### config.mk
export PLATFORM = sky130hd
export DESIGN_NAME = fix_to_single_pipe_flat
export DESIGN_NICKNAME = d
export VERILOG_FILES = /design/src/rtl/fix_to_single_pipe_pkg.sv /design/src/rtl/fix_to_single_pipe_if.sv /design/src/rtl/fix_to_single_pipe_lzc.sv /design/src/rtl/fix_to_single_pipe.sv /design/src/flat_wrapper.sv
export SDC_FILE = /design/constraint.sdc
export NUM_CORES = 1
export LEC_CHECK = 0
export ABC_AREA = 1
export ABC_CLOCK_PERIOD_IN_PS = 4700
export CORE_ASPECT_RATIO = 1.1
export CORE_MARGIN = 10
export CORE_UTILIZATION = 50
export DETAILED_ROUTE_END_ITERATION = 10
export GPL_TIMING_DRIVEN = 0
export PLACE_DENSITY = 0.83
export SKIP_LAST_GASP = 1
export SLEW_MARGIN = 0
export SYNTH_ARGS = -nofsm -noshare
export SYNTH_HDL_FRONTEND = slang
export SYNTH_HIERARCHICAL = 1
export SYNTH_SLANG_ARGS = --single-unit
### constraint.sdc
create_clock -name clk -period 4.7 [get_ports clk]
set_clock_uncertainty 0.2 [all_clocks]
set_input_delay 0.47 -clock clk [delete_from_list [all_inputs] [get_ports clk]]
set_output_delay 0.47 -clock clk [all_outputs]
set_load 0.02 [all_outputs]
### src/rtl/fix_to_single_pipe_pkg.sv
// rtl/fix_to_single_pipe_pkg.sv - IEEE single constants, field struct and packing helper
package fix_float_pkg;

  localparam int EXP_BIAS = 127;
  localparam int MANT_W   = 23;
  localparam int EXP_W    = 8;

  typedef struct packed {
    logic              sign;
    logic [EXP_W-1:0]  exp;
    logic [MANT_W-1:0] mant;
  } ieee_single_t;

  function automatic logic [31:0] pack_single(input logic sign, input logic [EXP_W-1:0] exp,
                                              input logic [MANT_W-1:0] mant);
    ieee_single_t s;
    s.sign = sign;
    s.exp  = exp;
    s.mant = mant;
    return s;
  endfunction

endpackage

### src/rtl/fix_to_single_pipe_if.sv
// rtl/fix_to_single_pipe_if.sv - valid/ready input and output bus of the fixed-to-single converter
interface fix_to_single_pipe_if #(parameter int W = 16);

  logic         in_valid;
  logic         in_ready;
  logic [W-1:0] in_fixed;
  logic         out_valid;
  logic         out_ready;
  logic [31:0]  out_single;

  modport master (output in_valid, in_fixed, out_ready,
                  input  in_ready, out_valid, out_single);

  modport slave  (input  in_valid, in_fixed, out_ready,
                  output in_ready, out_valid, out_single);

endinterface

### src/rtl/fix_to_single_pipe_lzc.sv
// rtl/fix_to_single_pipe_lzc.sv - combinational leading-zero counter; all-zero input counts WIDTH
module lzc #(
  parameter int WIDTH = 16,
  localparam int CW   = $clog2(WIDTH + 1)
) (
  input  logic [WIDTH-1:0] in,
  output logic [CW-1:0]    cnt
);

  // Scan upward so the highest set bit makes the last assignment.
  always_comb begin
    cnt = CW'(WIDTH);
    for (int i = 0; i < WIDTH; i++) begin
      if (in[i]) cnt = CW'(WIDTH - 1 - i);
    end
  end

endmodule

### src/rtl/fix_to_single_pipe.sv
// rtl/fix_to_single_pipe.sv - three-stage signed fixed-point to IEEE single converter
// Stages: sign/magnitude, normalise, round-to-nearest-even and pack.
module fix_to_single_pipe
  import fix_float_pkg::*;
#(
  parameter int INT_WIDTH   = 12,
  parameter int FRACT_WIDTH = 4
) (
  input  logic                 clk,
  input  logic                 rst,
  fix_to_single_pipe_if.slave  bus
);

  localparam int W   = INT_WIDTH + FRACT_WIDTH;
  localparam int LZW = $clog2(W + 1);
  localparam int XW  = 55;

  if (W < 2 || W > 32) begin : g_width_check
    $error("fix_to_single_pipe: INT_WIDTH+FRACT_WIDTH must be 2..32");
  end

  logic           v1_q, v1_d, v2_q, v2_d, v3_q, v3_d;
  logic           sign1_q, sign1_d, zero1_q, zero1_d;
  logic [W-1:0]   mag1_q, mag1_d;
  logic           sign2_q, sign2_d, zero2_q, zero2_d;
  logic [W-1:0]   norm2_q, norm2_d;
  logic [7:0]     exp2_q, exp2_d;
  logic [31:0]    out_q, out_d;

  logic           adv1, adv2, adv3;
  logic [LZW-1:0] lz;
  logic [XW-1:0]  frac_ext;
  logic           guard, sticky, round_up;
  logic [23:0]    mant_r;
  logic [7:0]     exp_r;

  lzc #(.WIDTH(W)) u_lzc (.in(mag1_q), .cnt(lz));

  always_comb begin
    adv3 = !v3_q || bus.out_ready;
    adv2 = !v2_q || adv3;
    adv1 = !v1_q || adv2;

    v1_d = v1_q; sign1_d = sign1_q; zero1_d = zero1_q; mag1_d = mag1_q;
    v2_d = v2_q; sign2_d = sign2_q; zero2_d = zero2_q; norm2_d = norm2_q; exp2_d = exp2_q;
    v3_d = v3_q; out_d = out_q;

    if (adv1) begin
      v1_d = bus.in_valid;
      if (bus.in_valid) begin
        sign1_d = bus.in_fixed[W-1];
        mag1_d  = sign1_d ? (W'(0) - bus.in_fixed) : bus.in_fixed;
        zero1_d = (mag1_d == '0);
      end
    end

    if (adv2) begin
      v2_d = v1_q;
      if (v1_q) begin
        sign2_d = sign1_q;
        zero2_d = zero1_q;
        norm2_d = mag1_q << lz;
        exp2_d  = 8'(W - 1 - int'(lz) - FRACT_WIDTH + EXP_BIAS);
      end
    end

    // Bits below the hidden one, left-aligned: mantissa, then guard, then sticky.
    frac_ext = XW'(norm2_q[W-2:0]) << (XW - (W - 1));
    guard    = frac_ext[XW-1-MANT_W];
    sticky   = |frac_ext[XW-2-MANT_W:0];
    round_up = guard && (sticky || frac_ext[XW-MANT_W]);
    mant_r   = {1'b0, frac_ext[XW-1 -: MANT_W]} + 24'(round_up);
    exp_r    = exp2_q + 8'(mant_r[23]);

    if (adv3) begin
      v3_d = v2_q;
      if (v2_q) out_d = zero2_q ? 32'h0 : pack_single(sign2_q, exp_r, mant_r[22:0]);
    end
  end

  always_ff @(posedge clk or posedge rst) begin
    if (rst) begin
      v1_q <= 1'b0; v2_q <= 1'b0; v3_q <= 1'b0;
      sign1_q <= 1'b0; zero1_q <= 1'b0; mag1_q <= '0;
      sign2_q <= 1'b0; zero2_q <= 1'b0; norm2_q <= '0; exp2_q <= '0;
      out_q <= 32'h0;
    end else begin
      v1_q <= v1_d; v2_q <= v2_d; v3_q <= v3_d;
      sign1_q <= sign1_d; zero1_q <= zero1_d; mag1_q <= mag1_d;
      sign2_q <= sign2_d; zero2_q <= zero2_d; norm2_q <= norm2_d; exp2_q <= exp2_d;
      out_q <= out_d;
    end
  end

  assign bus.in_ready   = adv1;
  assign bus.out_valid  = v3_q;
  assign bus.out_single = out_q;

endmodule

### src/flat_wrapper.sv
// flat-port wrapper written by rule: the top's interface ports become plain ports
module fix_to_single_pipe_flat import fix_float_pkg::*;
#(
  parameter int INT_WIDTH   = 12,
  parameter int FRACT_WIDTH = 4
)
  (clk, rst, bus_in_valid, bus_in_fixed, bus_out_ready, bus_in_ready, bus_out_valid, bus_out_single);
  fix_to_single_pipe_if #(.W(16)) bus_i ();
  input  logic clk;
  input  logic rst;
  input wire logic [$bits(bus_i.in_valid)-1:0] bus_in_valid;
  input wire logic [$bits(bus_i.in_fixed)-1:0] bus_in_fixed;
  input wire logic [$bits(bus_i.out_ready)-1:0] bus_out_ready;
  output wire logic [$bits(bus_i.in_ready)-1:0] bus_in_ready;
  output wire logic [$bits(bus_i.out_valid)-1:0] bus_out_valid;
  output wire logic [$bits(bus_i.out_single)-1:0] bus_out_single;
  assign bus_i.in_valid = bus_in_valid;
  assign bus_i.in_fixed = bus_in_fixed;
  assign bus_i.out_ready = bus_out_ready;
  assign bus_in_ready = bus_i.in_ready;
  assign bus_out_valid = bus_i.out_valid;
  assign bus_out_single = bus_i.out_single;
  fix_to_single_pipe #(.INT_WIDTH(INT_WIDTH), .FRACT_WIDTH(FRACT_WIDTH)) u_core (.clk(clk), .rst(rst), .bus(bus_i));
endmodule
==> results list <==
- Maximum fanout count along the critical path: 7
- Family with the most delay on the worst path: simple AND/OR/NAND/NOR gates
* Critical path required time: 4.76 ns
* Total negative setup slack: 0 ns
- The setup check on the worst reg-to-reg path leaves a slack of 1.98 ns.
- The synthesized netlist devotes 14.6% of its cell area to compound gates.
- Setup repair after global routing left no endpoint under its margin.
* Critical Path Source Type: register
* Std-Cell Rows: 34
- Iter 0 DRT Violations: 193
* Mux contribution to synthesized area: 0.247%
- Across the run, the number of max-cap violations was 0.
- The most used flip-flop cell after synthesis is dfrtp_1.
* Post-detailed-route count of antenna-violating nets: 0
- Post-synth EDFFs: 0
* Path category of the worst min-delay check: primary input to asynchronous set/reset pin
- Worst vdd ir: 0.177 mV
* Total via count after detailed routing: 3,795
* Number of slew-limit violations in the final report: 0
- The clock drives 70 sinks.
- Overall track demand over capacity in global routing: 15.7%
* Ant diodes: 0
* Routability-driven placement congestion ratio: 0.907
- Dividing the detail-routed wire length by the instance count gives 12.9 µm.
- Netlist cell types: 40
- The via count of the first global-routing pass was 3,717.
- Global routing consumed, on the met3 layer, 4.05% of the routing resources.
- Data arrival time of the critical path: 2.78 ns
- Once placement completed, the tool counted placed cells totaling 718.
- Number of gates resized after CTS: 0
* Global routing's busiest layer: met2
- Walking the worst path, the cells encountered are or2_2, nor3_1, inv_1, nand2_1, a21boi_0, clkbuf_2, nor2_1, inv_1, a21oi_1, o21ai_0, o21ai_0, o21ai_0, o211ai_1.
- The most critical setup path has its endpoint at u_core/norm2_q[14]$_DFFE_PP0P_.
* Area overhead of the layout relative to synthesis: 20.7%
- Counting stages on the worst path, the most repeated cell is o21ai_0.
- TritonCTS built the clock tree.
- Detailed-route DRC error count: 0
- The initial utilization of the core area, before any placement, comes to 51.2%.
* Fmax: 0.367 GHz
* Router iterations before antenna repair: 4
- Fraction of layout cells with a size suffix above 1: 10.4%
- At the pin with the least slew margin, the transition time is 0.669 ns.
- Number of gates on the worst path with buffers counted: 13
- Hold is met by 0.282 ns.
- The hold violation total from the final report is 0.
* Wire length of the first global-routing pass: 16.0 mm
- For the worst flop-to-flop path, the logic depth is 13.
* Clock latency on the worst-skew pair: 0.34 ns
* XOR/XNOR Fraction of Synth Area: 0.216%
- Multi-input logic area: 1880 µm²
- Biggest cell delay along the critical path: 0.44 ns
* Fillers: 729
- The worst setup path is captured at a register.
- Worst Path Class, Setup: register to register
* Relative slew slack: 55.0%
- The worst register-to-register path ends at u_core/norm2_q[14]$_DFFE_PP0P_.
- Count of nets after finishing: 643
* Routing usage on met2: 28.3%
- Summing every instance area after synthesis gives 4050 µm².
- Fraction of registers with async set/reset: 100%
- Total gr overflow: 0
- Maximum number of pins on one net before global-route repair: 48
- Crit-path slowest cell: dfrtp_1
- Global routing used 16.5% of the available met1 tracks.
- Worst setup startpoint: u_core/mag1_q[0]$_DFFE_PP0P_
* CTS Hold Bufs: 0
* Die boundary width: 106 µm
- Worst flop-to-flop path startpoint: u_core/mag1_q[0]$_DFFE_PP0P_
* Post-synthesis average cell area: 7.27 µm²
* Sequential cell area: 1750 µm²
* Simple-gate share of the synthesized area: 30.0%
- The Yosys step of the flow raised 6 warnings.
- The H-tree generated during clock tree synthesis spans 3 levels.
- The routed design has 9.46 mm of wire.
- Post-synthesis instance total: 557
- Period utilization: 58.0%
- Leaving out filler cells and counting taps, the final layout contains 734.
* Outcome: finished clean
- Together, buffers and inverters on the worst path number 3.
- Sum of internal, switching and leakage power: 2.42 mW
- Clock root buffer master: clkbuf_8
- During I/O placement, the number of pins put on the boundary was 54.
* Placed wire-length estimate after detailed placement: 7.56 mm
- The analysis attributes to cell leakage a power of 2.43 nW.
- In this run, synthesis produced a sequential element count of 70.
- Power density over cell area: 494 nW/µm²
- Core area: 7910 µm²
- In this run the tool buffered the top-level ports with 45 buffer cells.
* Min Clock Period, post-route: 2.72 ns
- Final-report setup violation count: 0
* Number of setup buffers added after CTS: 0
* Floorplan die area: 12,100 µm²
- Of the total synthesized cell area, the portion taken by full adders, half adders and majority gates is 0.618%.
- The number of antenna violations at the first check in global routing came to 0.
* Die height: 114 µm
- Sequential cell area fraction in the yosys report: 43.2%
- Post-CTS clock slew at the launch and capture registers of the worst setup and hold paths: 0.08 ns
- Maximum clock path buffer count: 2
- Mean number of vias per cell: 5.17
* Number of clock buffers inserted by TritonCTS: 9
* Dominant combinational cell family by area after synthesis: simple AND/OR/NAND/NOR gates
## metal layers
layer,part of all wire [%],vias up
li1,-,1927
met1,42,1743
met2,50,101
met3,5.2,24
met4,2.4,0
met5,0,-
## metrics by stage
step	utilization, %	cell area, µm²	setup slack (ns)
5_1_grt	61.8	4890	1.71
2_1_floorplan	-	4080	2.26
3_3_place_gp	58.9	4660	1.27
4_1_cts	61.8	4890	2.03
6_report	61.8	4890	1.98
3_5_place_dp	59.2	4680	2.10
## placed cells by master, fill, tap and decap left out, types with 5 or more instances in the layout
master           instances
buf_4                   13
conb_1                   8
dfrtp_1                 70
nand2_2                  5
a31oi_1                  5
clkdlybuf4s50_1         45
o21ai_0                 52
buf_6                    6
clkbuf_8                10
nor2_1                  44
a21oi_1                  6
o211ai_1                 7
o21ai_1                 21
nand2_1                168
buf_2                    5
nand3_1                 51
nor3_1                   5
inv_1                   52
clkbuf_1                 6
inv_2                    7
## registers in the layout (all words and copies together) (netlist names)
name and cells:
u_core/zero1_q 1, u_core/bus.out_valid 1, u_core/exp2_q 8, u_core/sign1_q 1
u_core/zero2_q 1, u_core/bus.out_single 24, u_core/v2_q 1, u_core/sign2_q 1
u_core/mag1_q 16, u_core/v1_q 1, u_core/norm2_q 15
## cells by family (layout without fill, tap and decap cells)
kind of cell,count (synthesis),after routing
mux,1,1
xor+xnor,1,1
fa+ha+maj,2,2
compound gates,105,105
buf+inv,91,153
other cells,1,8
flops,70,70
simple gates,286,286
## how the worst min path moves through the flow
| stage | slack [ns] | depth (start not counted) | startpoint | to |
|---|---|---|---|---|
| 6_report | 0.28 | 2 | rst | u_core/mag1_q[1]$_DFFE_PP0P_ |
| 4_1_cts | 0.29 | 2 | rst | u_core/mag1_q[1]$_DFFE_PP0P_ |
| 3_3_place_gp | 0.26 | 2 | u_core/sign1_q$_DFFE_PP0P_ | u_core/sign2_q$_DFFE_PP0P_ |
| 2_1_floorplan | 0.24 | 2 | u_core/sign1_q$_DFFE_PP0P_ | u_core/sign2_q$_DFFE_PP0P_ |
| 3_5_place_dp | 0.28 | 2 | u_core/exp2_q[1]$_DFFE_PP0P_ | u_core/exp2_q[1]$_DFFE_PP0P_ |
| 5_1_grt | 0.30 | 1 | u_core/exp2_q[5]$_DFFE_PP0P_ | u_core/exp2_q[5]$_DFFE_PP0P_ |
## power breakdown
group          internal (mW)  switching [mW]  total (mW)
Combinational          0.412           0.585       0.997
Sequential             0.802           0.119       0.921
Clock                  0.262           0.236       0.498
Total                   1.48           0.940        2.42
## area by class of cell
class	count	area share (%)
Tap cell	108	2.76
Inverter	60	4.60
Timing Repair Buffer	46	9.62
Sequential cell	70	35.8
Multi-Input combinational cell	403	38.5
Clock buffer	10	2.81
Buffer	31	4.45
Clock inverter	6	1.43
## Yosys cell counts, types with 3 or more instances
| cell type | n | area (µm²) |
|---|---|---|
| buf_2 | 5 | 25.0 |
| o21ai_1 | 21 | 105 |
| a21oi_1 | 6 | 30.0 |
| o21ai_0 | 52 | 260 |
| nand3_1 | 51 | 255 |
| nand2_2 | 5 | 31.3 |
| a31oi_1 | 5 | 31.3 |
| o211ai_1 | 7 | 52.6 |
| inv_2 | 6 | 22.5 |
| dfrtp_1 | 70 | 1750 |
| inv_1 | 53 | 199 |
| nor2_1 | 44 | 165 |
| clkbuf_1 | 6 | 22.5 |
| buf_4 | 13 | 97.6 |
| buf_6 | 6 | 67.6 |
| a22o_1 | 3 | 26.3 |
| nor3_1 | 5 | 25.0 |
| nand2_1 | 168 | 631 |
(Power assumes the default switching activity.)
